**src/rtl/fp_div.sv**
```systemverilog
// ---------------------------------------------------------------------------
// fp_div: iterative single-precision divider, y = a / b.
//
// This is the multi-cycle companion to fp_mul. It uses the same simplified
// format: the hidden 1 is always prepended, there is no NaN handling, and the
// exponent wraps modulo 256. A restoring divider produces one quotient bit per
// cycle. The result is then normalised and rounded to nearest-even.
//
// Ports:
//   clk    in   1   clock, rising edge
//   rst    in   1   synchronous active-high reset, aborts any operation
//   start  in   1   request, sampled only while idle; a/b captured with it
//   a      in  32   dividend
//   b      in  32   divisor
//   busy   out  1   high while dividing or rounding
//   done   out  1   one-cycle pulse; y valid from this cycle onward
//   y      out 32   quotient, held until the next done
// ---------------------------------------------------------------------------
module fp_div #(
    parameter int BIAS  = 127,
    parameter int QBITS = 27
) (
    input  logic        clk,
    input  logic        rst,
    input  logic        start,
    input  logic [31:0] a,
    input  logic [31:0] b,
    output logic        busy,
    output logic        done,
    output logic [31:0] y
);

    localparam logic [1:0] IDLE     = 2'd0;
    localparam logic [1:0] DIVIDE   = 2'd1;
    localparam logic [1:0] ROUND    = 2'd2;
    localparam logic [4:0] LAST_CNT = 5'(QBITS - 1);

    logic [1:0]  state;
    logic        sign;
    logic [23:0] mb;
    logic [7:0]  ea;
    logic [7:0]  eb;
    logic [24:0] rem;
    logic [26:0] q;
    logic [4:0]  cnt;
    logic        za;
    logic        zb;

    // One restoring-division step. The partial remainder always stays
    // below 2*mb, so after a subtraction it fits in 24 bits and the
    // left shift cannot lose a set bit.
    logic        rem_ge;
    logic [23:0] rem_diff;
    logic [24:0] rem_next;

    assign rem_ge   = rem >= {1'b0, mb};
    assign rem_diff = 24'(rem - {1'b0, mb});
    assign rem_next = {(rem_ge ? rem_diff : rem[23:0]), 1'b0};

    // Normalise and round the finished quotient. The quotient of two
    // [1,2) mantissas lies in (0.5,2). q[26] is the integer bit. When it is
    // clear, the leading one sits one place lower and the exponent drops by
    // one. Exponent arithmetic is kept to 8 bits, which gives the same
    // modulo-256 wrap as wider arithmetic truncated to its low byte.
    logic [22:0] frac;
    logic        g_bit;
    logic        r_bit;
    logic        s_bit;
    logic        round_up;
    logic [23:0] frac_rnd;
    logic [7:0]  exp_pre;
    logic [7:0]  exp_fin;
    logic [31:0] y_next;

    always_comb begin
        if (q[26]) begin
            frac    = q[25:3];
            g_bit   = q[2];
            r_bit   = q[1];
            s_bit   = q[0] | (rem != 25'd0);
            exp_pre = ea - eb + 8'(BIAS);
        end else begin
            frac    = q[24:2];
            g_bit   = q[1];
            r_bit   = q[0];
            s_bit   = (rem != 25'd0);
            exp_pre = ea - eb + 8'(BIAS) - 8'd1;
        end
        round_up = g_bit & (r_bit | s_bit | frac[0]);
        frac_rnd = {1'b0, frac} + {23'd0, round_up};
        // A carry out of the fraction leaves frac_rnd[22:0] at zero and
        // bumps the exponent.
        exp_fin  = exp_pre + {7'd0, frac_rnd[23]};
        if (zb) begin
            y_next = {sign, 8'hFF, 23'h0};
        end else if (za) begin
            y_next = {sign, 31'h0};
        end else begin
            y_next = {sign, exp_fin, frac_rnd[22:0]};
        end
    end

    // Control and datapath registers. Operands are captured only from IDLE,
    // so a start seen while busy is ignored and not queued.
    always_ff @(posedge clk) begin
        if (rst) begin
            state <= IDLE;
            sign  <= 1'b0;
            mb    <= '0;
            ea    <= '0;
            eb    <= '0;
            rem   <= '0;
            q     <= '0;
            cnt   <= '0;
            za    <= 1'b0;
            zb    <= 1'b0;
            done  <= 1'b0;
            y     <= '0;
        end else begin
            done <= 1'b0;
            case (state)
                IDLE: begin
                    if (start) begin
                        sign  <= a[31] ^ b[31];
                        mb    <= {1'b1, b[22:0]};
                        ea    <= a[30:23];
                        eb    <= b[30:23];
                        rem   <= {2'b01, a[22:0]};
                        q     <= '0;
                        cnt   <= '0;
                        za    <= (a[30:0] == 31'd0);
                        zb    <= (b[30:0] == 31'd0);
                        state <= DIVIDE;
                    end
                end
                DIVIDE: begin
                    q   <= {q[25:0], rem_ge};
                    rem <= rem_next;
                    cnt <= cnt + 5'd1;
                    if (cnt == LAST_CNT) begin
                        state <= ROUND;
                    end
                end
                ROUND: begin
                    y     <= y_next;
                    done  <= 1'b1;
                    state <= IDLE;
                end
                default: begin
                    state <= IDLE;
                end
            endcase
        end
    end

    assign busy = (state == DIVIDE) || (state == ROUND);

endmodule

```
**config.mk**
```make
export PLATFORM = sky130hd
export DESIGN_NAME = fp_div
export DESIGN_NICKNAME = d
export VERILOG_FILES = /design/src/rtl/fp_div.sv
export SDC_FILE = /design/constraint.sdc
export NUM_CORES = 1
export LEC_CHECK = 0
export CAP_MARGIN = 20
export CORE_ASPECT_RATIO = 2
export CORE_MARGIN = 4
export CORE_UTILIZATION = 35
export CTS_CLUSTER_DIAMETER = 80
export CTS_CLUSTER_SIZE = 30
export DETAILED_ROUTE_END_ITERATION = 6
export DONT_BUFFER_PORTS = 1
export PLACE_DENSITY_LB_ADDON = 0.15
export SKIP_LAST_GASP = 1
export SLEW_MARGIN = 20
export SYNTH_ARGS = -nofsm -noshare
export SYNTH_HDL_FRONTEND = slang
export SYNTH_SLANG_ARGS = --single-unit
```
**constraint.sdc**
```tcl
create_clock -name clk -period 4.51 [get_ports clk]
set_input_delay 1.1275 -clock clk [delete_from_list [all_inputs] [get_ports clk]]
set_output_delay 1.1275 -clock clk [all_outputs]
set_load 0.01 [all_outputs]
```
==> summary.txt <==
Drt
  • Drt initial violations: 396
  • DR WL/cell: 19.0 um
  • Remaining antenna violation count: 0
  • Number of remaining DRC errors: 0
  • Sum of met2 wire segment lengths after detailed routing: 13.8 mm
  • Met3 layer wire length in the routed design: 1.10 mm
  • Detailed Route WL: 25.2 mm
  • Top sig layer: met4
  • Vias/cell: 5.63
  • Wl on met1: 9.43 mm
  • Detailed-routing iteration count for the pre-antenna-repair pass: 5
  • DR vias: 7463

Pwr
  • Clock Power Share: 0.348
  • Psw: 1300 uW
  • Power density over the cells: 418 mW/mm^2
  • Internal power consumption: 2480 uW
  • Share of total power in sequential cells: 0.347
  • Cell leakage power: 0.00323 uW
  • Largest voltage drop on the vdd net: 0.000228 V
  • Fraction of power consumed by combinational cells: 0.305
  • Net switching fraction of the power: 0.343

Synth
  • Portion of the post-synthesis area used by sequential elements: 0.325
  • Combinational family with the most area after synthesis: compound AO/OA/AOI/OAI gates
  • Syn nets: 1183
  • Xor and xnor fraction of the mapped netlist area: 0.0533
  • Share of synthesized registers carrying an async set or reset: 0
  • Post-synthesis average cell area: 7.78 um^2
  • Cells after Synth: 1068
  • Flip-flop cell with the highest count after synthesis: sky130_fd_sc_hd__dfxtp_1
  • Simple-gate share of the synthesized area: 0.225
  • Post-Synth Adder-Cell Area: 0.0741
  • Area fraction in compound gates after synthesis: 0.239
  • Cell variety after synth: 73
  • Post-synth design cell area: 0.00831 mm^2
  • #FFs+latches synth: 135
  • Multiplexer fraction of the synthesized cell area: 0.0208
  • EDFF count, synth: 0
  • Yosys Warn Count: 0

Critical path
  • Top cell by count, worst path: sky130_fd_sc_hd__nand3_1
  • Worst EP required: 4.85 ns
  • Cell class contributing the biggest share of worst-path delay: simple AND/OR/NAND/NOR gates
  • Cell at the slowest stage of the critical path: sky130_fd_sc_hd__dfxtp_2
  • Endpoint arrival time on the critical path: 3.95 ns
  • Category of the worst setup path launch point: flop
  • Chain of cells forming the critical path: mux2i_1 > nor4_2 > buf_4 > and2_1 > nand3_1 > nand3b_1 > nor3_1 > ha_1 > nand3_1 > or3b_1 > nor3b_2 > xnor2_1 > o41ai_2
  • Category of the most critical setup path: flop to flop
  • Largest driver fanout on the critical path: 21
  • Maximum cell stage delay along the critical path: 0.63 ns
  • Critical Path End Type: flop
  • Number of buffers and inverters on the critical path: 1

Place
  • Port Buffer Count: 0
  • Post-detailed-placement half-perimeter wirelength: 18.6 mm
  • Placed Instance Area: 0.00848 mm^2
  • Gp weighted congestion: 0.888

Cells and area
  • Total Nets Final: 1146
  • Synthesis-to-layout area growth: 8.60%
  • Leading cell type in the layout, fill and taps excluded: sky130_fd_sc_hd__dfxtp_1
  • Summed area of non-filler cells in the final layout: 0.00902 mm^2
  • Count of filler cells inserted in the layout: 2472
  • Most frequent cells in the layout: sky130_fd_sc_hd__dfxtp_1, sky130_fd_sc_hd__nand2_1, sky130_fd_sc_hd__nor2_1
  • Ant diodes: 0
  • Final cell utilization of the core: 0.387
  • Share of cells above drive strength 1: 0.0557

Worst hold path
  • Worst Hold Class: flop to flop

Global routing
  • Antenna violations before repair: 0
  • Maximum number of pins on one net before global-route repair: 146
  • Global-route usage over all layers: 0.196
  • Via count of the first global-routing pass: 7519
  • Wire length of the first global-routing pass: 40.1 mm
  • GRT Residual Overflow: 0

CTS
  • Sink count of the clock tree: 135
  • Buffers from clock root to sink, at most: 2
  • Number of setup buffers added after CTS: 0
  • Worst-Skew Late Latency: 0.44 ns
  • Clock buffer count from CTS: 17
  • Quantity of gates resized following cts: 0
  • CTS Root Buffer Type: sky130_fd_sc_hd__clkbuf_16
  • Maximum level of the CTS H-tree: 4
  • Clock tree from TritonCTS: done
  • Clock slew at reported path FFs: 0.06 ns
  • Hold buffer count at CTS: 0

STA
  • Unrepaired setup endpoints after global routing: false
  • Worst relative slew slack: 0.347
  • Sum of negative setup slack: 0 ns
  • Number of max-slew violations in the final report: 0
  • Tcrit/Tclk final: 0.800
  • Post-layout min period: 3.61 ns
  • Number of hold-slack violations in the final timing report: 0
  • Final count of negative-setup-slack endpoints: 0
  • Transition time at the pin with the least slew margin: 0.974 ns
  • Max Fclk: 0.277 GHz
  • Maximum clock skew at final layout: 0.00926 ns

Flow run
  • Maximum Capacitance Violations: 0

Floorplan
  • Floorplan Core Area: 0.0233 mm^2
  • Starting Density: 0.356
  • Count of pins on the block boundary: 101
  • Overall die area: 0.0264 mm^2
  • Row cnt: 79
  • Die Height: 226 um
  • Die X-Extent: 117 um

Run status
  • Result of the run: completed
==> worst min-delay path, cell delays in order, from the launching register on <==
cell	delay, ns
sky130_fd_sc_hd__dfxtp_1	0.30
sky130_fd_sc_hd__nand2_1	0.05
sky130_fd_sc_hd__a21oi_1	0.05
==> per-stage QoR <==
| step | instances | hold slack [ns] | total power, uW | setup WS [ns] |
|---|---|---|---|---|
| 2_1_floorplan | 1068 | 0.436 | 2220 | 0.904 |
| 3_3_place_gp | 1295 | 0.442 | 2490 | 0.905 |
| 3_5_place_dp | 1295 | 0.447 | 2480 | 0.833 |
| 4_1_cts | 1325 | 0.455 | 3820 | 0.820 |
| 5_1_grt | 1325 | 0.469 | 4000 | 0.586 |
| 6_report | 1325 | 0.452 | 3770 | 0.902 |
==> cell families after synthesis <==
logic type | after synthesis
and+or+nand+nor | 391
AOI/OAI and AO/OA | 302
DFF | 135
buffers and inverters | 126
xor gates and xnor gates | 49
adders and majority gates | 48
muxes | 17
==> cell type report <==
cell class / count / area (um^2) / share of cell area
timing repair buffer: 14 / 105 / 0.0116
multi-input combinational: 807 / 5110 / 0.566
clock buffer: 22 / 464 / 0.0514
clock inverter: 8 / 76.3 / 0.00846
tap: 283 / 354 / 0.0392
inverter: 56 / 210 / 0.0233
sequential: 135 / 2700 / 0.300
==> flip-flops by register name, summed over array words and instances, names as in the netlist, 2 cells and up <==
name	flops
y	32
q	27
rem	25
mb	24
ea	8
eb	8
cnt	5
state	2
==> final timing paths <==
check | start | end | slack, ns | cells past startpoint
hold reg to reg | eb[0] | eb[0] | 0.45 | 2
hold / removal | eb[0] | eb[0] | 0.45 | 2
setup / recovery | q[26] | y[30] | 0.90 | 13
setup reg to reg | q[26] | y[30] | 0.90 | 13
==> routing by layer <==
layer	global-route usage	vias to the layer above
met2	0.368	150
met4	0.0848	0
met5	0	-
met1	0.203	3525
met3	0.0434	39
li1	-	3749
==> Yosys cell counts (all sizes together) (7+ instances only) <==
cell type  number  area, um^2
nor4           23         150
nor2          109         417
dfxtp         135        2700
clkbuf         50         188
o211ai          9        72.6
a32oi           7        61.3
a21o           15         113
and2            9        56.3
nor3           23         120
a21boi         11        82.6
o41ai          10        95.1
buf            20         116
nand3          21         105
nand4          12        75.1
a22oi          39         293
xor2           17         149
a31oi          11        68.8
nand2         130         490
a21oi         108         548
nand2b         12        75.1
nand3b         14         105
o21ai          28         140
mux2i          15         150
a211oi         14         105
inv            55         206
xnor2          31         272
nor2b          10        62.6
or3             7        43.8
ha             46         576
==> power groups by stage <==
stage                     clock (uW)  sequential (uW)  combinational, uW
final                           1310             1310               1150
after global routing            1400             1320               1280
after CTS                       1350             1310               1160
after detailed placement           0             1330               1150
after global placement             0             1330               1150
after floorplan                    0             1310                906
Note: power is estimated with default switching activity, not from simulation.
